File: src/rtl/npu_pkg.sv
// npu_pkg: shared Q-format widths, PWL sigmoid segment table and saturation helper.
package npu_pkg;
  localparam int NPU_ACC_W    = 48;
  localparam int NPU_ACC_FRAC = 16;
  localparam int NPU_OUT_W    = 16;
  localparam int NPU_OUT_FRAC = 8;
  // Chords of sigmoid on [i,i+1): slope Q0.16, offset Q1.16 (intercept at x=0).
  localparam logic [15:0] NPU_SIG_SLOPE [8] = '{
    16'h3B27, 16'h2655, 16'h1260, 16'h0789, 16'h02E4, 16'h0115, 16'h0066, 16'h0026};
  localparam logic [16:0] NPU_SIG_OFFSET [8] = '{
    17'h08000, 17'h094D1, 17'h0BCBC, 17'h0DD40, 17'h0EFD5, 17'h0F8E2, 17'h0FCF8, 17'h0FEBC};
  function automatic logic [15:0] npu_sat16(input logic signed [63:0] a, input int sh);
    logic signed [63:0] s;
    s = a >>> sh;
    return (s > 64'sd32767) ? 16'h7FFF : (s < -64'sd32768) ? 16'h8000 : s[15:0];
  endfunction
endpackage

File: src/rtl/npu_sigmoid_pwl_rom.sv
// npu_sigmoid_pwl_rom: registered 8-entry slope/offset lookup, holds while disabled.
module npu_sigmoid_pwl_rom
  import npu_pkg::*;
(
  input  logic        clk,
  input  logic        rst_n,
  input  logic        i_en,
  input  logic [2:0]  i_seg,
  output logic [15:0] o_slope,
  output logic [16:0] o_offset
);
  always_ff @(posedge clk or negedge rst_n)
    if (!rst_n) begin
      o_slope  <= '0;
      o_offset <= '0;
    end else if (i_en) begin
      o_slope  <= NPU_SIG_SLOPE[i_seg];
      o_offset <= NPU_SIG_OFFSET[i_seg];
    end
endmodule

File: src/rtl/npu_sigmoid_unit.sv
// npu_sigmoid_unit: 3-stage PWL sigmoid on a Q32.16 accumulator, Q8.8 result.
// NPU_SIGMOID_BYPASS_EN adds cfg_bypass for an identity (saturated Q8.8) path.
module npu_sigmoid_unit
  import npu_pkg::*;
#(
  parameter int ACC_W    = NPU_ACC_W,
  parameter int ACC_FRAC = NPU_ACC_FRAC,
  parameter int OUT_W    = NPU_OUT_W,
  parameter int OUT_FRAC = NPU_OUT_FRAC
) (
  input  logic             CLK,
  input  logic             npu_rst_n,
  input  logic             acc_valid,
  output logic             acc_ready,
  input  logic [ACC_W-1:0] acc_data,
  input  logic             acc_last,
  output logic             sig_valid,
  input  logic             sig_ready,
  output logic [OUT_W-1:0] sig_data,
  output logic             sig_last
`ifdef NPU_SIGMOID_BYPASS_EN
  ,
  input  logic             cfg_bypass
`endif
);
  localparam int SH  = 16 - OUT_FRAC;
  localparam int RND = (SH == 0) ? 0 : (1 << (SH - 1));
  logic        w_adv, w_byp_in;
  logic [15:0] w_x, w_ax, w_bval, w_slope;
  logic [16:0] w_offset, w_yp, w_y;
  logic [30:0] w_prod;
  logic [19:0] w_yp_raw;
  logic [17:0] w_rnd;
  logic [OUT_W-1:0] w_sig, w_out;
  logic        r_v1, r_v2, r_last1, r_last2, r_neg1, r_neg2, r_byp1, r_byp2;
  logic [14:0] r_ax1, r_ax2;
  logic [15:0] r_bval1, r_bval2;
`ifdef NPU_SIGMOID_BYPASS_EN
  assign w_byp_in = cfg_bypass;
`else
  assign w_byp_in = 1'b0;
`endif
  assign w_adv     = ~(sig_valid & ~sig_ready);
  assign acc_ready = w_adv;
  // S1: Q4.12 window with saturation, magnitude clamped so -8.0 stays in 15 bits
  assign w_x    = npu_sat16(64'($signed(acc_data)), ACC_FRAC - 12);
  assign w_ax   = (w_x == 16'h8000) ? 16'h7FFF : (w_x[15] ? -w_x : w_x);
  assign w_bval = npu_sat16(64'($signed(acc_data)), ACC_FRAC - 8);
  npu_sigmoid_pwl_rom u_rom (
    .clk     (CLK),
    .rst_n   (npu_rst_n),
    .i_en    (w_adv),
    .i_seg   (r_ax1[14:12]),
    .o_slope (w_slope),
    .o_offset(w_offset)
  );
  // S3: evaluate the chord on |x|, mirror for negatives, round to output format
  assign w_prod   = 31'(w_slope) * 31'(r_ax2);
  assign w_yp_raw = 20'(w_offset) + 20'(w_prod >> 12);
  assign w_yp     = (w_yp_raw > 20'h10000) ? 17'h10000 : w_yp_raw[16:0];
  assign w_y      = r_neg2 ? 17'h10000 - w_yp : w_yp;
  assign w_rnd    = (18'(w_y) + 18'(RND)) >> SH;
  assign w_sig    = (w_rnd > 18'(1 << OUT_FRAC)) ? OUT_W'(1 << OUT_FRAC) : OUT_W'(w_rnd);
  assign w_out    = r_byp2 ? OUT_W'(r_bval2) : w_sig;
  always_ff @(posedge CLK or negedge npu_rst_n)
    if (!npu_rst_n) begin
      r_v1      <= 1'b0;
      r_v2      <= 1'b0;
      sig_valid <= 1'b0;
      sig_last  <= 1'b0;
      sig_data  <= '0;
    end else if (w_adv) begin
      r_v1      <= acc_valid;
      r_v2      <= r_v1;
      sig_valid <= r_v2;
      if (r_v2) begin
        sig_data <= w_out;
        sig_last <= r_last2;
      end
    end
  always_ff @(posedge CLK)
    if (w_adv) begin
      r_ax1   <= w_ax[14:0];
      r_neg1  <= w_x[15];
      r_last1 <= acc_last;
      r_byp1  <= w_byp_in;
      r_bval1 <= w_bval;
      r_ax2   <= r_ax1;
      r_neg2  <= r_neg1;
      r_last2 <= r_last1;
      r_byp2  <= r_byp1;
      r_bval2 <= r_bval1;
    end
endmodule
File: config.mk
export PLATFORM = sky130hd
export DESIGN_NAME = npu_sigmoid_unit
export DESIGN_NICKNAME = d
export VERILOG_FILES = /design/src/rtl/npu_pkg.sv /design/src/rtl/npu_sigmoid_pwl_rom.sv /design/src/rtl/npu_sigmoid_unit.sv
export SDC_FILE = /design/constraint.sdc
export NUM_CORES = 1
export LEC_CHECK = 0
export ABC_CLOCK_PERIOD_IN_PS = 21000
export BUFFER_PORTS_ARGS = -buffer_cell sky130_fd_sc_hd__buf_2
export CAP_MARGIN = 20
export CORE_MARGIN = 2
export CORE_UTILIZATION = 66
export DETAILED_ROUTE_END_ITERATION = 10
export MAX_ROUTING_LAYER = met4
export PLACE_DENSITY = 0.86
export SLEW_MARGIN = 10
export SYNTH_ARGS = -nofsm -noshare
export SYNTH_HDL_FRONTEND = slang
export SYNTH_HIERARCHICAL = 1
export SYNTH_SLANG_ARGS = --single-unit
File: constraint.sdc
create_clock -name CLK -period 21 [get_ports CLK]
set_input_delay 0 -clock CLK [delete_from_list [all_inputs] [get_ports CLK]]
set_output_delay 0 -clock CLK [all_outputs]
set_load 0.02 [all_outputs]
==> metrics.txt <==
Num CTS Buffers=9; setup TNS=0 ns; HPWL Detailed=21300 um; Via density=5.769; Cell Rows=51; Seq cells post-synth=77; RSZ-0062 raised after global routing=false; status=finished clean; Initial DRC Count=645; total gr overflow=0; crit-path most repeated cell=ha_1; Worst-path clk slew=0.06 ns; CP endpoint kind=flop; GRT Overall Usage=30.38%; wire length on met3=1522 um; drt wl/cell=16.17 um; max cap viols=0; largest cells by area after synthesis=fa_1, ha_1, dfrtp_1, edfxtp_1, and2_1; # IOs=72; Core Util, Final=70.37%; final WL=27410 um; Critical Path AT=10.44 ns; CTS sink cnt=77; type of origin of the critical path=flop; largest area contributor in the netlist=fa_1; antenna diode instance count=0; worst min-delay path class=input port to flop; clock root buffer=clkbuf_16; fraction of registers with async set/reset=55.84%; Crit Path Max Fanout=16; initial antenna violation count=0; Post-DP Area=0.01321 sq mm; worst r2r src=u_rom/o_slope[2]; Setup Skew=0.004585 ns; die width=143.6 um; first-pass GRT wire length=48710 um; Tcrit/Tclk final=48.67%; Cell Area, Synth=0.01285 sq mm; core region area=0.01927 sq mm; # DRC=0; Gates resized, CTS repair=0; min-delay src=acc_data[18]; Final Hold Fails=0; vias in the first global route=10280; port bufs=61; pin count of the biggest net entering global routing=90; Crit. Startpoint=u_rom/o_slope[2]; Post-synth EDFFs=34; metal1 wirelength=11740 um; met2 wire len=13710 um; crit path buf inv count=4; Worst path max stage delay=0.63 ns; family with the most delay on the worst path=adder cells; Syn Inst Count=1405; Starting Density=66.70%; Vert. Die Dim=143.6 um; mean post-synth cell area=9.148 sq um; final standard cell area without fillers=0.01356 sq mm; Post-CTS Setup Bufs=0; Worst Tran Pin Value=0.9910 ns; Netlist cell types=86; Pins Over Slew Limit=0; critical path class=flop to flop; Synth top area share=28.03%; Worst-Skew Late Latency=0.33 ns; H-Tree Depth=3; ratio of cells with drive above 1 in the final layout=8.252%; Post-synth top flop=dfrtp_1; setup violators final=0; Nets=1778; Tmin final=10.22 ns; synthesis warning total=6; relative slew slack=33.93%; Via Count=9778; Max Used Layer=met4; CTS tree=built; Crit-path slowest cell=dfrtp_1; Post-CTS Hold Fix Bufs=3; Synth-to-Final Area Change=5.510%; drt pass-1 iters=4; minimum hold slack=0.02480 ns; sequential area share after synthesis=16.31%; clk buf depth=2; die area=0.02061 sq mm; fmax=97.84 MHz; Routed Antenna Nets=0; CP required=21.22 ns; GPL Wtd Cong=0.9034
Yosys cell counts, types with 6 or more instances:
master / n
xnor2_1: 25
nand2b_1: 15
a21o_1: 16
xor2_1: 16
nand3_1: 19
o21ai_0: 24
edfxtp_1: 34
clkbuf_1: 43
inv_1: 229
nor4_1: 12
o21a_1: 6
a22o_1: 6
o31ai_1: 11
and2_1: 142
fa_1: 180
nor2_1: 72
a31oi_1: 14
nor3_1: 21
ha_1: 120
mux2_2: 6
a21oi_1: 47
nand2_1: 145
nand4_1: 20
mux2i_1: 7
or3_1: 7
dfrtp_1: 43
buf_4: 12
area by class of cell:
class / instances / area (sq um)
fill: 1467 / 5709
inverter: 229 / 859.6
multi-input combinational: 1043 / 9614
sequential: 77 / 2097
tap: 265 / 331.6
clock buffer: 9 / 225.2
timing repair buffer: 65 / 355.3
clock inverter: 7 / 78.83
through the flow:
step	std cells	setup WS, ns
2_1_floorplan	1412	11.84
3_3_place_gp	1675	10.94
3_5_place_dp	1675	10.85
4_1_cts	1694	10.77
5_1_grt	1695	10.03
6_report	1695	10.78
worst paths after layout:
check                      slack, ns           endpoint  cells after the start
max                            10.78        sig_data[5]                     41
min                             0.02          r_ax1[14]                      3
max reg2reg                    10.78        sig_data[5]                     41
min reg2reg                     0.41           r_ax2[9]                      0
max in group asynchronous      20.52  u_rom/o_offset[1]                      3
min in group asynchronous       0.03        sig_data[9]                      2
placed cells by master, fill, tap and decap left out, types with 5 or more instances in the layout:
cell type,synthesis,layout
inv_1,229,229
fa_1,180,180
nand2_1,145,145
and2_1,142,142
ha_1,120,120
nor2_1,72,72
buf_2,4,61
a21oi_1,47,47
dfrtp_1,43,43
edfxtp_1,34,34
xnor2_1,25,25
o21ai_0,24,24
nor3_1,21,21
nand4_1,20,20
nand3_1,19,19
a21o_1,16,16
xor2_1,16,16
nand2b_1,15,14
a31oi_1,14,14
nor4_1,12,12
o31ai_1,11,11
conb_1,2,9
clkbuf_16,0,9
or3_1,7,7
mux2i_1,7,7
a22o_1,6,6
o21a_1,6,6
mux2_2,6,6
o21bai_1,5,5
o22ai_1,5,5
o21ai_1,5,5
nor2b_1,5,5
tightest hold or removal path: stages:
cell and delay, ns:
buf_2 0.10, o21ai_0 0.06, o21ai_0 0.08
routing by layer:
metal | up-vias | global-route usage, %
met5 | - | -
met4 | 0 | 8.256
met3 | 35 | 3.699
li1 | 4593 | -
met2 | 301 | 49.82
met1 | 4849 | 40.50
registers in the layout, summed over array words and instances (netlist names):
| signal | count |
|---|---|
| r_last2 | 1 |
| sig_last | 1 |
| u_rom/o_offset | 16 |
| r_v2 | 1 |
| r_ax1 | 15 |
| sig_valid | 1 |
| sig_data | 10 |
| r_neg2 | 1 |
| r_ax2 | 15 |
| u_rom/o_slope | 13 |
| r_last1 | 1 |
| r_v1 | 1 |
| r_neg1 | 1 |
logic make-up (layout without fill, tap and decap cells):
family	after synthesis	count (layout)	synth area share, %
DFF	77	77	16.31
xor gates and xnor gates	42	42	2.920
and+or+nand+nor	487	487	19.89
muxes	13	13	1.071
AOI/OAI and AO/OA	192	192	10.88
other	2	9	0.05843
adders and majority gates	300	300	39.72
buffers and inverters	292	310	9.150
Power is not shown: default switching activity piles up to over one toggle a cycle in this logic, so the estimate is an artifact.
